$ cat src/rtl/imem_boot_loader_pkg.sv
// rtl/imem_boot_loader_pkg.sv - shared loader constants and FSM state encoding
package imem_boot_loader_pkg;

  localparam int BYTES_PER_WORD = 4;
  localparam int LEN_W          = 16;

  typedef enum logic [2:0] {
    S_IDLE   = 3'd0,
    S_LEN_HI = 3'd1,
    S_LEN_LO = 3'd2,
    S_DATA   = 3'd3,
    S_WRITE  = 3'd4,
    S_CHECK  = 3'd5,
    S_DONE   = 3'd6,
    S_ERROR  = 3'd7
  } state_t;

endpackage

$ cat src/rtl/boot_word_packer.sv
// rtl/boot_word_packer.sv - packs a byte stream MSB first into 32-bit words
module boot_word_packer
  import imem_boot_loader_pkg::*;
(
  input  logic        clk,
  input  logic        rst,
  input  logic        clear,
  input  logic        byte_valid,
  input  logic [7:0]  byte_data,
  output logic [31:0] word,
  output logic        word_valid
);

  logic [1:0] cnt;

  // Shift each accepted byte in from the bottom so the first byte ends up as the MSB.
  always_ff @(posedge clk or posedge rst) begin
    if (rst) begin
      cnt  <= '0;
      word <= '0;
    end else if (clear) begin
      cnt  <= '0;
      word <= '0;
    end else if (byte_valid) begin
      cnt  <= cnt + 2'd1;
      word <= {word[23:0], byte_data};
    end
  end

  assign word_valid = byte_valid && (cnt == 2'(BYTES_PER_WORD - 1));

endmodule

$ cat src/rtl/imem_boot_loader.sv
// rtl/imem_boot_loader.sv - instruction memory boot loader; optional BOOT_CHECKSUM_EN adds an XOR checksum byte
module imem_boot_loader
  import imem_boot_loader_pkg::*;
#(
  parameter int ADDR_W = 8,
  parameter int DATA_W = 32
) (
  input  logic              clk,
  input  logic              rst,
  input  logic              start,
  input  logic              in_valid,
  input  logic [7:0]        in_data,
  output logic              in_ready,
  output logic              mem_we,
  output logic [ADDR_W-1:0] mem_addr,
  output logic [DATA_W-1:0] mem_wdata,
  output logic              cpu_run,
  output logic              busy,
  output logic              done,
  output logic              err
);

  // Largest word count that fits without the address wrapping.
  localparam logic [31:0] MAX_WORDS = 32'(1) << ADDR_W;

`ifdef BOOT_CHECKSUM_EN
  localparam state_t S_FINISH = S_CHECK;
`else
  localparam state_t S_FINISH = S_DONE;
`endif

  state_t            state;
  state_t            state_n;
  logic [7:0]        len_hi;
  logic [LEN_W-1:0]  len_full;
  logic [LEN_W-1:0]  remaining;
  logic [ADDR_W-1:0] index;
  logic              xfer;
  logic              idle_state;
  logic              start_ok;
  logic              data_xfer;
  logic              word_valid;
  logic [31:0]       word;
`ifdef BOOT_CHECKSUM_EN
  logic [7:0]        csum;
`endif

  assign xfer       = in_valid && in_ready;
  assign idle_state = (state == S_IDLE) || (state == S_DONE) || (state == S_ERROR);
  assign start_ok   = start && idle_state;
  assign data_xfer  = xfer && (state == S_DATA);
  assign len_full   = {len_hi, in_data};

  boot_word_packer u_packer (
    .clk        (clk),
    .rst        (rst),
    .clear      (start_ok),
    .byte_valid (data_xfer),
    .byte_data  (in_data),
    .word       (word),
    .word_valid (word_valid)
  );

  // State register.
  always_ff @(posedge clk or posedge rst) begin
    if (rst) state <= S_IDLE;
    else     state <= state_n;
  end

  // Next-state logic; a start outside the idle states is simply not decoded.
  always_comb begin
    state_n = state;
    unique case (state)
      S_IDLE, S_DONE, S_ERROR: if (start) state_n = S_LEN_HI;
      S_LEN_HI: if (xfer) state_n = S_LEN_LO;
      S_LEN_LO: begin
        if (xfer) begin
          if ({16'b0, len_full} > MAX_WORDS) state_n = S_ERROR;
          else if (len_full == '0)           state_n = S_FINISH;
          else                               state_n = S_DATA;
        end
      end
      S_DATA:  if (word_valid) state_n = S_WRITE;
      S_WRITE: state_n = (remaining == LEN_W'(1)) ? S_FINISH : S_DATA;
`ifdef BOOT_CHECKSUM_EN
      S_CHECK: if (xfer) state_n = (in_data == csum) ? S_DONE : S_ERROR;
`else
      S_CHECK: state_n = S_ERROR;
`endif
      default: state_n = S_IDLE;
    endcase
  end

  // Decoded outputs; done/err/cpu_run drop in the same cycle a start is seen.
  always_comb begin
    in_ready  = (state == S_LEN_HI) || (state == S_LEN_LO) || (state == S_DATA) || (state == S_CHECK);
    busy      = in_ready || (state == S_WRITE);
    mem_we    = (state == S_WRITE);
    mem_addr  = index;
    mem_wdata = DATA_W'(word);
    done      = (state == S_DONE) && !start;
    cpu_run   = (state == S_DONE) && !start;
    err       = (state == S_ERROR) && !start;
  end

  // Length capture, word countdown and write address.
  always_ff @(posedge clk or posedge rst) begin
    if (rst) begin
      len_hi    <= '0;
      remaining <= '0;
      index     <= '0;
    end else begin
      if (start_ok) begin
        remaining <= '0;
        index     <= '0;
      end
      if (xfer && (state == S_LEN_HI)) len_hi <= in_data;
      if (xfer && (state == S_LEN_LO)) remaining <= len_full;
      if (state == S_WRITE) begin
        remaining <= remaining - LEN_W'(1);
        index     <= index + ADDR_W'(1);
      end
    end
  end

`ifdef BOOT_CHECKSUM_EN
  // Running XOR of data bytes only; length bytes are not covered.
  always_ff @(posedge clk or posedge rst) begin
    if (rst)            csum <= '0;
    else if (start_ok)  csum <= '0;
    else if (data_xfer) csum <= csum ^ in_data;
  end
`endif

endmodule

$ cat config.mk
export PLATFORM = sky130hd
export DESIGN_NAME = imem_boot_loader
export DESIGN_NICKNAME = d
export VERILOG_FILES = /design/src/rtl/imem_boot_loader_pkg.sv /design/src/rtl/boot_word_packer.sv /design/src/rtl/imem_boot_loader.sv
export SDC_FILE = /design/constraint.sdc
export NUM_CORES = 1
export LEC_CHECK = 0
export ABC_AREA = 1
export CELL_PAD_IN_SITES_DETAIL_PLACEMENT = 0
export CELL_PAD_IN_SITES_GLOBAL_PLACEMENT = 1
export CORE_ASPECT_RATIO = 0.75
export CORE_UTILIZATION = 42
export DETAILED_ROUTE_END_ITERATION = 7
export GPL_ROUTABILITY_DRIVEN = 0
export PLACE_DENSITY = 0.92
export SYNTH_ARGS = -nofsm -noshare
export SYNTH_HDL_FRONTEND = slang
export SYNTH_SLANG_ARGS = --single-unit
$ cat constraint.sdc
create_clock -name clk -period 4.4 [get_ports clk]
set_input_delay 0.66 -clock clk [delete_from_list [all_inputs] [get_ports clk]]
set_output_delay 0.66 -clock clk [all_outputs]
set_load 0.02 [all_outputs]
==> metrics.txt, run 1 <==
CTS tree built; routed wire length 8.15 mm; WHS 0.506 ns; grt met2 use 28.1%; final layout net count 505; Mapped Nets 449; DRC viols 0; Die ar. 8640 sq um; I/O pin cnt 58; yosys warns 0; register area share after synthesis 49.7%; final setup vio count 0; Final min period 3.13 ns; DR pass1 iterations 5; count of hold-fix buffers inserted at cts 0; Max Clk Rate 319 MHz; Cell Pwr Density 684 nW/um^2; cts repair resizes 0; DP HPWL 6.01 mm; GRT Util Overall 20.1%; Setup CP Type primary input to primary output; placed cells 583; die height 80.8 um; part of the cycle the worst path needs 71.2%; worst-path fanout max 6; Initial Util 43.7%; VDD IR max 339 uV; synthesized instance count 433; commonest non-fill, non-tap cell in the layout nand2_1; worst setup margin 1.27 ns; first-pass GRT wire length 13.4 mm; final hold vios 0; grt met3 use 5.38%; Finished Layout Cells 599; Final Max Slew Viols 0; vias per inst 5.08; met1 Usage GRT 30.7%; Post-DRT Antenna Nets 0; status finished, final reports clean; chip width 107 um; CP Launch Type primary input; most frequent cells in the layout nand2_1, dfrtp_1, inv_1; initial antenna violation count 0; dpl ws 1.28 ns; Worst setup EP type primary output; CTS Root Cell clkbuf_8; RSZ-0062 raised after global routing false; Slew HR 33.9%; Hold WC Path Type flip-flop to flip-flop; synthesized area per cell 8.02 sq um; CTS Buf Count 9; grt total ovfl 0; worst path required time 3.74 ns; Synth Register Bits 69; Leakage 2.04 nW; Worst Tran Pin Value 0.990 ns; setup_tns 0 ns; clock buffer depth 2; skew final 0.00863 ns; Sink Count 69; clock slew at reported path FFs 0.08 ns; fill count 750; via count 3040; Clock Latency Late Sink 0.33 ns; Netlist cell types 32; Wirelength per Cell 13.6 um; Core ar. 7950 sq um; Post-Synthesis Cell Area 3470 sq um; CTS H-tree depth 3; setup bufs post-CTS 0; busiest grt layer met1; IO buf count 57; largest net degree at the start of global routing 49; FP Rows 28; crit path DAT 2.47 ns; # diodes 0; vias in the first global route 2733; layout cells sized above 1 6.28%; max-cap violations 0; Area growth syn-to-layout 23.9%; Starting DRT DRC Count 188
==> Yosys cell counts <==
cell / instances / area (sq um)
nand2_1: 102 / 383
nor3b_1: 2 / 15.0
o211ai_1: 2 / 15.0
o21ai_1: 1 / 5.00
o22ai_1: 30 / 188
inv_1: 67 / 251
nand3_1: 30 / 150
a21oi_1: 10 / 50.1
a22o_1: 1 / 8.76
nand2_4: 3 / 33.8
buf_6: 6 / 67.6
a21boi_0: 1 / 7.51
nor2_1: 46 / 173
xnor2_1: 1 / 8.76
dfrtp_1: 69 / 1730
ha_1: 4 / 50.1
xor2_1: 4 / 35.0
o21ai_0: 27 / 135
nor2_2: 1 / 6.26
buf_2: 5 / 25.0
a21oi_2: 1 / 8.76
nor2_4: 1 / 11.3
nor3_1: 5 / 25.0
buf_4: 1 / 7.51
a22oi_1: 2 / 15.0
nand4_1: 1 / 6.26
nand2_2: 2 / 12.5
o21bai_1: 2 / 15.0
clkbuf_1: 2 / 7.51
nand3_2: 1 / 10.0
o21ai_2: 2 / 17.5
inv_2: 1 / 3.75
==> metal layers <==
layer / part of all wire [%] / routed length [um]
met1: 51 / 4150
met5: 0 / 0
met3: 6.3 / 513
met4: 0.52 / 42
met2: 42 / 3440
==> state kept, by name, indices dropped and copies added (netlist names) <==
name / cells
u_packer.word: 32
remaining: 16
len_hi: 8
mem_addr: 8
state: 3
u_packer.cnt: 2
==> path summary, 6_finish.rpt <==
kind                             start                to  slack, ns  cells after the start
min reg2reg                mem_addr[6]       mem_addr[6]       0.51                      1
min                        mem_addr[6]       mem_addr[6]       0.51                      1
min in group asynchronous          rst  u_packer.word[0]       0.87                      2
max reg2reg                   state[1]     remaining[10]       2.24                      8
max in group asynchronous          rst   u_packer.cnt[0]       2.66                      3
max                           in_valid              done       1.27                      7
==> cell families (layout without fill, tap and decap cells) <==
family          Yosys count  in the layout  share of synthesized area [%]
compound gates           79             79                           13.4
flops                    69             69                           49.7
simple gates            194            194                           23.8
fa+ha+maj                 4              4                           1.44
xor+xnor                  5              5                           1.26
buf+inv                  82            143                           10.4
==> power by group <==
group          total [mW]  internal, mW  switching, mW
Sequential          0.980         0.828          0.152
Clock               0.574         0.322          0.252
Combinational        1.39         0.519          0.873
Total                2.95          1.67           1.28
==> area by class of cell <==
type                            instances  area, sq um  share of cell area [%]
Timing Repair Buffer                   59          586                    13.6
Inverter                               68          255                    5.93
Tap cell                              105          131                    3.05
Sequential cell                        69         1730                    40.1
Clock inverter                          7         98.8                    2.30
Clock buffer                            9          124                    2.88
Multi-Input combinational cell        282         1390                    32.2
==> critical path, stage by stage <==
cell             delay [ns]
clkdlybuf4s50_1        0.53
a21oi_1                0.23
inv_1                  0.06
nand3_1                0.12
nand2_1                0.11
nor2_1                 0.14
clkdlybuf4s50_1        0.63
==> through the flow <==
stage	total power [mW]	instance area (sq um)	util [%]
after floorplan	1.96	3470	-
final	2.95	4310	54.2
after CTS	2.96	4310	54.2
after global routing	3.19	4310	54.2
after detailed placement	2.38	4080	51.4
after global placement	2.35	4080	51.4
Power figures use the tool's default switching activity.
==> run 2, diff against run 1 <==
- CORE_UTILIZATION: 42 -> 35
- PLACE_DENSITY: 0.92 -> 0.83
- clock period: 4.4 -> 2.6 ns (I/O delays scaled with it)
==> run 2 against run 1 <==
Compared with the run above:
- sequential share of layout area decreased by 1.3 points
- sequential cell count unchanged
- final cell count increased by 5.3%
- clock skew decreased by 0.0025 ns
- total power increased by 79%
- combinational power increased by 71%
- highest routed layer unchanged
- critical endpoint is now busy
- critical path type is now flip-flop to primary output
- hold slack got worse by 0.071 ns
==> metrics.txt, run 2 (synthesized netlist as in run 1, its figures left out) <==
status finished, final reports clean; Cell Area, Placed 4160 sq um; CP Launch Type flip-flop; Hold WC Path Type primary input to asynchronous set/reset pin; die height 88.3 um; CTS Root Cell clkbuf_16; Worst Tran Pin Value 0.565 ns; initial antenna violation count 0; CTS Buf Count 9; Top reg by flops u_packer.word; Wirelength per Cell 13.7 um; count of hold-fix buffers inserted at cts 0; worst path required time 2.21 ns; combinational cell fraction of total power 45.1%; cells on worst reg2reg path 8; Area growth syn-to-layout 28.1%; IO buf count 57; clock share of power 23.3%; layout cells sized above 1 7.41%; largest net degree at the start of global routing 45; vias per inst 4.79; fill count 939; max-cap violations 0; Psw 2.22 mW; clock buffer depth 2; total power 5.26 mW; Internal 3.05 mW; Sink Count 69; design area 4450 sq um; vias in the first global route 2785; final layout net count 510; CTS tree built; skew final 0.00613 ns; multi-input logic area 1390 sq um; worst-path fanout max 10; Final Max Slew Viols 0; I/O pin cnt 58; Finished Layout Cells 631; clock slew at reported path FFs 0.05 ns; grt total ovfl 0; Final min period 2.54 ns; Clock Latency Late Sink 0.34 ns; part of the cycle the worst path needs 97.7%; DP HPWL 6.29 mm; final setup vio count 0; final hold vios 0; Slew HR 62.3%; WHS 0.435 ns; routed wire length 8.65 mm; setup_tns 0 ns; FF+latch area 1730 sq um; Die ar. 10300 sq um; Worst setup EP type primary output; CP Launch Point state[1]; most frequent cells in the layout nand2_1, dfrtp_1, inv_1; internal reg-to-reg setup slack 0.48 ns; commonest non-fill, non-tap cell in the layout nand2_1; chip width 117 um; Sw Ratio 42.1%; CTS H-tree depth 3; Setup CP Type flip-flop to primary output; via count 3024; Starting DRT DRC Count 218; Leakage 2.11 nW; first-pass GRT wire length 13.7 mm; worst r2r src state[1]; crit path DAT 2.15 ns; Flop pwr share 31.5%; Largest register FFs 32; placed cells 615; GRT Util Overall 17.8%; Max Clk Rate 394 MHz; DR pass1 iterations 4; Core ar. 9660 sq um; DRC viols 0; Initial Util 36.0%; VDD IR max 331 uV; RSZ-0062 raised after global routing true; # diodes 0; Post-DRT Antenna Nets 0; setup bufs post-CTS 0; Top Registers u_packer.word (32), remaining (16); Cell Pwr Density 1180 nW/um^2; FP Rows 31
[run 2: cell types whose count changed in the layout (fill, tap and decap cells not counted), moves of 2 or more]
| cell | delta |
|---|---|
| buf_4 | +5 |
| clkbuf_16 | +9 |
| clkbuf_8 | -8 |
| clkdlybuf4s50_1 | -3 |
| clkinv_4 | -2 |
| clkinvlp_4 | +2 |
| dlygate4sd2_1 | +2 |
[run 2: power groups by stage]
stage	registers (mW)	clock network [mW]	logic, mW
after floorplan	1.81	0	1.50
after global placement	1.66	0	2.36
after detailed placement	1.67	0	2.38
after CTS	1.66	1.25	2.38
after global routing	1.70	1.30	2.65
final	1.66	1.23	2.38
[run 2: final timing paths]
kind | endpoint
min in group clk | len_hi[1]
max in group asynchronous | state[1]
hold reg to reg | len_hi[1]
setup / recovery | busy
setup reg to reg | remaining[10]
hold / removal | u_packer.word[6]
[run 2: metrics by stage]
step / setup WS (ns) / util (%)
2_1_floorplan: 0.470 / -
3_3_place_gp: 0.201 / 43.0
3_5_place_dp: 0.165 / 43.0
4_1_cts: 0.0201 / 46.1
5_1_grt: -0.100 / 46.1
6_report: 0.0598 / 46.1
[run 2: per-layer routing]
layer | track usage (%) | vias to the layer above | part of all wire (%)
met4 | 4.49 | 0 | 1.1
met1 | 27.0 | 1428 | 52
met2 | 24.4 | 65 | 42
li1 | - | 1522 | -
met5 | 0 | - | 0
met3 | 5.34 | 9 | 4.9
[run 2: area by class of cell]
| cell class | count | area share, % |
|---|---|---|
| multi-input cells | 282 | 31.1 |
| clock inverters | 6 | 1.41 |
| well taps | 132 | 3.71 |
| repair buffers | 64 | 13.8 |
| clock buffers | 10 | 5.37 |
| flip-flops and latches | 69 | 38.8 |
| inverters | 68 | 5.74 |
[run 2: what timing repair did]
action,in CTS,in global routing
endpoints found under the setup margin,3,5
gates resized for setup,3,2
endpoints found under the hold margin,0,0
[run 2: critical path: stages, from the launching register on]
cell and delay, ns:
dfrtp_1 0.41, inv_1 0.12, nand2_1 0.09, nor2_2 0.45
nor2_4 0.09, inv_1 0.07, clkdlybuf4s50_1 0.59
==> run 3, diff against run 2 <==
- SKIP_CTS_REPAIR_TIMING: default -> 1
==> run 3 against run 2 <==
Compared with the run above:
- via count grew 0.26%
- worst setup slack improved by 0.16 ns
- clock power about the same
- clock-buffer cell count stayed put
- hold slack is essentially flat
- first-iteration DRC count increased by 4.6%
- sequential cell count unchanged
- sequential share of layout area fell by 0.16 points
- register-to-register slack better by 0.17 ns
- core utilization is 0.22 points higher
- critical path depth did not move
- clock skew is essentially flat
- critical path type unchanged
==> metrics.txt, run 3 (synthesized netlist as in run 1, its figures left out) <==
RSZ-0062 raised after global routing false; clock buffer depth 2; Core ar. 9660 sq um; layout cells sized above 1 7.41%; internal reg-to-reg setup slack 0.65 ns; CTS Root Cell clkbuf_16; Final Max Slew Viols 0; Setup CP Type flip-flop to primary output; Wirelength per Cell 13.7 um; vias per inst 4.81; final hold vios 0; Cell Pwr Density 1180 nW/um^2; worst-path fanout max 10; Worst path max stage delay 0.59 ns; crit path DAT 1.99 ns; GRT Util Overall 17.8%; Core Util, Final 46.3%; DR pass1 iterations 4; Worst Tran Pin Value 0.566 ns; design area 4470 sq um; routed wire length 8.67 mm; Sw Ratio 42.1%; Worst setup EP type primary output; Die ar. 10300 sq um; clock slew at reported path FFs 0.05 ns; setup_tns 0 ns; largest net degree at the start of global routing 45; FF-to-FF End remaining[10]; Area growth syn-to-layout 28.7%; commonest non-fill, non-tap cell in the layout nand2_1; FP Rows 31; chip width 117 um; first-pass GRT wire length 13.7 mm; most frequent cells in the layout nand2_1, dfrtp_1, inv_1; Clock Latency Late Sink 0.34 ns; # diodes 0; Psw 2.22 mW; CTS tree built; CTS H-tree depth 3; cells on worst reg2reg path 8; total power 5.28 mW; VDD IR max 331 uV; CP max stage cell clkdlybuf4s50_1; worst r2r src state[1]; Max Clk Rate 420 MHz; CTS Buf Count 9; Cell Area, Placed 4160 sq um; part of the cycle the worst path needs 91.6%; skew final 0.00657 ns; worst-path cell chain inv_1 > nand2_1 > nor2_4 > nor2_4 > inv_1 > clkdlybuf4s50_1; initial antenna violation count 0; fill count 933; combinational cell fraction of total power 45.2%; Flop pwr share 31.5%; Slew HR 62.3%; DP HPWL 6.29 mm; Initial Util 36.0%; Post-DRT Antenna Nets 0; Final min period 2.38 ns; Top reg by flops u_packer.word; WHS 0.435 ns; max-cap violations 0; clock share of power 23.3%; final setup vio count 0; CP Launch Type flip-flop; Largest register FFs 32; grt total ovfl 0; Sink Count 69; final layout net count 510; DRC viols 0; via count 3032; die height 88.3 um; IO buf count 57; worst path required time 2.21 ns; Internal 3.06 mW; Starting DRT DRC Count 228; I/O pin cnt 58; status finished, final reports clean; vias in the first global route 2785; Hold WC Path Type primary input to asynchronous set/reset pin; Top Registers u_packer.word (32), remaining (16); Leakage 2.15 nW
## run 3: final cells by class
type	count	area [sq um]	share of cell area (%)
clock inverter	6	62.6	1.40
clock buffer	10	239	5.35
timing repair buffer	64	631	14.1
sequential	69	1730	38.7
tap	132	165	3.69
multi-input combinational	282	1390	31.1
inverter	68	255	5.71
## run 3: power by group through the flow
stage	Sequential (mW)	Combinational, mW	Clock, mW
global placement	1.66	2.36	0
floorplan	1.81	1.50	0
global route	1.71	2.66	1.30
detailed placement	1.67	2.38	0
finish	1.66	2.39	1.23
CTS	1.66	2.39	1.25
## run 3: how the worst max path moves through the flow
stage | from | end | slack (ns) | cells after the start
6_report | state[1] | busy | 0.22 | 6
5_1_grt | state[2] | done | 0.04 | 8
4_1_cts | state[0] | done | -0.14 | 9
3_5_place_dp | in_valid | done | 0.16 | 7
3_3_place_gp | in_valid | done | 0.20 | 7
2_1_floorplan | rst | len_hi[0] | 0.47 | 1
## run 3: layer usage
layer	wire length, um	up-vias	track usage [%]	part of all wire [%]
met3	402	9	5.34	4.6
li1	-	1522	-	-
met4	92	0	4.49	1.1
met5	0	-	0	0
met1	4510	1439	27.0	52
met2	3670	62	24.4	42
## run 3: worst max-delay path: cells and delay by family, from the launching register on
| kind | cells | cell delay [ns] |
|---|---|---|
| flops | 1 | 0.41 |
| buf+inv | 3 | 0.77 |
| simple gates | 3 | 0.48 |
## run 3: per-stage QoR
stage / setup WS [ns] / std cells
after floorplan: 0.470 / 433
after global placement: 0.201 / 615
after detailed placement: 0.165 / 615
after CTS: -0.139 / 631
after global routing: 0.0429 / 631
final: 0.218 / 631
==> variant (config.mk and constraints of run 3) <==
`ADDR_W`: 8 -> 9.
--- a/src/rtl/imem_boot_loader.sv
+++ b/src/rtl/imem_boot_loader.sv
@@ -2,7 +2,7 @@
 module imem_boot_loader
   import imem_boot_loader_pkg::*;
 #(
-  parameter int ADDR_W = 8,
+  parameter int ADDR_W = 9,
   parameter int DATA_W = 32
 ) (
   input  logic              clk,
Ports: changed (resized mem_addr); port bits go from 58 to 59. No check against the original RTL was run, so the function may have changed too.
==> variant against run 3 <==
  * Clock skew rose by 0.00053 ns
  * Total power rose by 3.2%
  * Die area rose by 0.35%
  * Sequential share of layout area rose by 0.17 points
  * Sequential cell count rose by 1
  * Clock power barely moved
  * Final area rose by 1.0%
  * Setup slack improved by 0.14 ns
  * Synthesized area rose by 0.36%
  * Wire length fell by 0.46%
  * Largest cell class unchanged
==> variant: results (changes against run 3) <==
stage	metric	value	unit	change
grt	grt_max_degree	42		-6.7%
cts	root_buffer	clkbuf_16		
placed_design	place_ws	0.239	ns	+0.0741 ns
grt	grt_pass1_wl	14.1	mm	+2.3%
placed_design	postPlaceCellArea	0.00420	mm^2	+1.1%
grt	antenna_found_initial	0		unchanged
final_layout	final_cells	629		-0.32%
logic_synthesis	syn-num-nets	445		-0.89%
drt	detail_route.wl_per_cell	13.7	um	-0.15%
cts	path_clk_slew	0.06	ns	
final_layout	diodes	0		unchanged
logic_synthesis	ys_top_cells_by_area	dfrtp_1 (50%), nand2_1 (9.9%), inv_1 (7.2%)		
placed_design	placed_cells	612		-0.49%
drt	drtIter0Drc	240		+5.3%
final_layout	drive_above_1_share	9.05	%	+1.6 points
run_status	outcome	completed		
power	p_leak	2.16	nW	+0.24%
setup_path	rrSetupSlack	0.79	ns	+0.14 ns
power	switching_share	42.0	%	-0.053 points
setup_path	cp_top_family	simple AND/OR/NAND/NOR gates		
placed_design	io_buffer_count	58		+1.8%
logic_synthesis	yosysUniqueCellTypes	32		unchanged
power	vdd_drop_max	0.521	mV	+57%
setup_path	crit_arrival	1.85	ns	-0.14 ns
cts	numCtsBuffers	9		unchanged
logic_synthesis	ys_seq_area_share	50.2	%	+0.54 points
min_path	min-delay-path-class	input pin to async pin		
grt	gr-usage-all-layers	18.2	%	+0.39 points
setup_path	timing.rr.end	remaining[12]		
logic_synthesis	synth_ff_type	dfrtp_1		
setup_path	slowest_stage	dfrtp_1		
grt	grt_pass1_vias	2872		+3.1%
drt	first_pass_iters	4		unchanged
setup_path	r2r_cells	9		+1
final_layout	largest_reg_flops	32		unchanged
setup_path	slowest_delay	0.45	ns	-0.14 ns
sta	fin_skew	0.00709	ns	+0.000525 ns
logic_synthesis	synth-async-reset-ratio	100	%	unchanged
placed_design	dp_hpwl	6.21	mm	-1.4%
sta	maxSlewHeadroom	59.8	%	-2.4 points
sta	drv_slew	0		unchanged
logic_synthesis	synth_warnings	0		unchanged
drt	via_count	3028		-0.13%
logic_synthesis	synth_commonest_cells	nand2_1 (92), dfrtp_1 (70), inv_1 (67)		
cts	htree_levels	3		unchanged
final_layout	final_nets	508		-0.39%
logic_synthesis	synthCells	429		-0.92%
setup_path	worst-path-max-fanout	6		-4
sta	hold_slack	0.413	ns	-0.0220 ns
cts	clock_path_buffers	2		unchanged
final_layout	largest-register	u_packer.word		
setup_path	r2r-start	remaining[0]		
cts	insertion_delay	0.34	ns	about the same
variant: cell types whose count changed in the layout (fill, tap and decap cells not counted), moves of 3 or more:
cell	delta
nand3_1	+3
nand2_2	+3
o22ai_1	-4
nor3_1	-3
o221ai_1	+3
nand2_1	-10
nor2_2	+3
variant: worst reg2reg max path: stages, from the launching register on:
cell and delay (ns):
dfrtp_1 0.41, inv_1 0.09, ha_1 0.19, nand3_1 0.12, nor2_1 0.35, nand2_1 0.16
o21ai_0 0.18, nand2_1 0.07, nand2_1 0.06, nand3_1 0.07
variant: how the worst max path moves through the flow:
stage                     startpoint         to  slack (ns)  cells past startpoint
after global placement      in_valid    cpu_run        0.27                      7
after detailed placement    in_valid    cpu_run        0.24                      7
final                       state[2]       done        0.36                      8
after CTS                   state[0]    cpu_run       -0.05                      7
after global routing        state[2]       done        0.21                      8
after floorplan                  rst  len_hi[0]        0.44                      1
variant: power groups by stage:
stage	Combinational [mW]	Sequential (mW)	Clock (mW)
2_1_floorplan	1.46	1.93	0
3_3_place_gp	2.41	1.76	0
3_5_place_dp	2.44	1.77	0
4_1_cts	2.46	1.76	1.25
5_1_grt	2.76	1.81	1.30
6_report	2.46	1.76	1.23
variant: layer usage:
| layer | part of all wire [%] | wire (um) | GRT usage (%) | vias up |
|---|---|---|---|---|
| met3 | 4.1 | 350 | 4.66 | 8 |
| met5 | 0 | 0 | 0 | - |
| met1 | 50 | 4330 | 26.0 | 1445 |
| met4 | 1.3 | 110 | 6.79 | 0 |
| li1 | - | - | - | 1506 |
| met2 | 44 | 3830 | 26.4 | 69 |
variant: cell type report:
class	instances	area (um^2)
Fill cell	928	5140
Timing Repair Buffer	67	668
Clock buffer	9	225
Tap cell	132	165
Clock inverter	7	73.8
Sequential cell	70	1750
Inverter	70	263
Multi-Input combinational cell	274	1370
variant: cells by family after synthesis:
group                    count (synthesis)  synth area share, %
XOR/XNOR                                 6                 1.51
buffers and inverters                   85                 10.5
flip-flops                              70                 50.2
AND/OR/NAND/NOR                        189                 23.6
adder cells (fa/ha/maj)                  4                 1.44
AO/OA/AOI/OAI                           75                 12.6
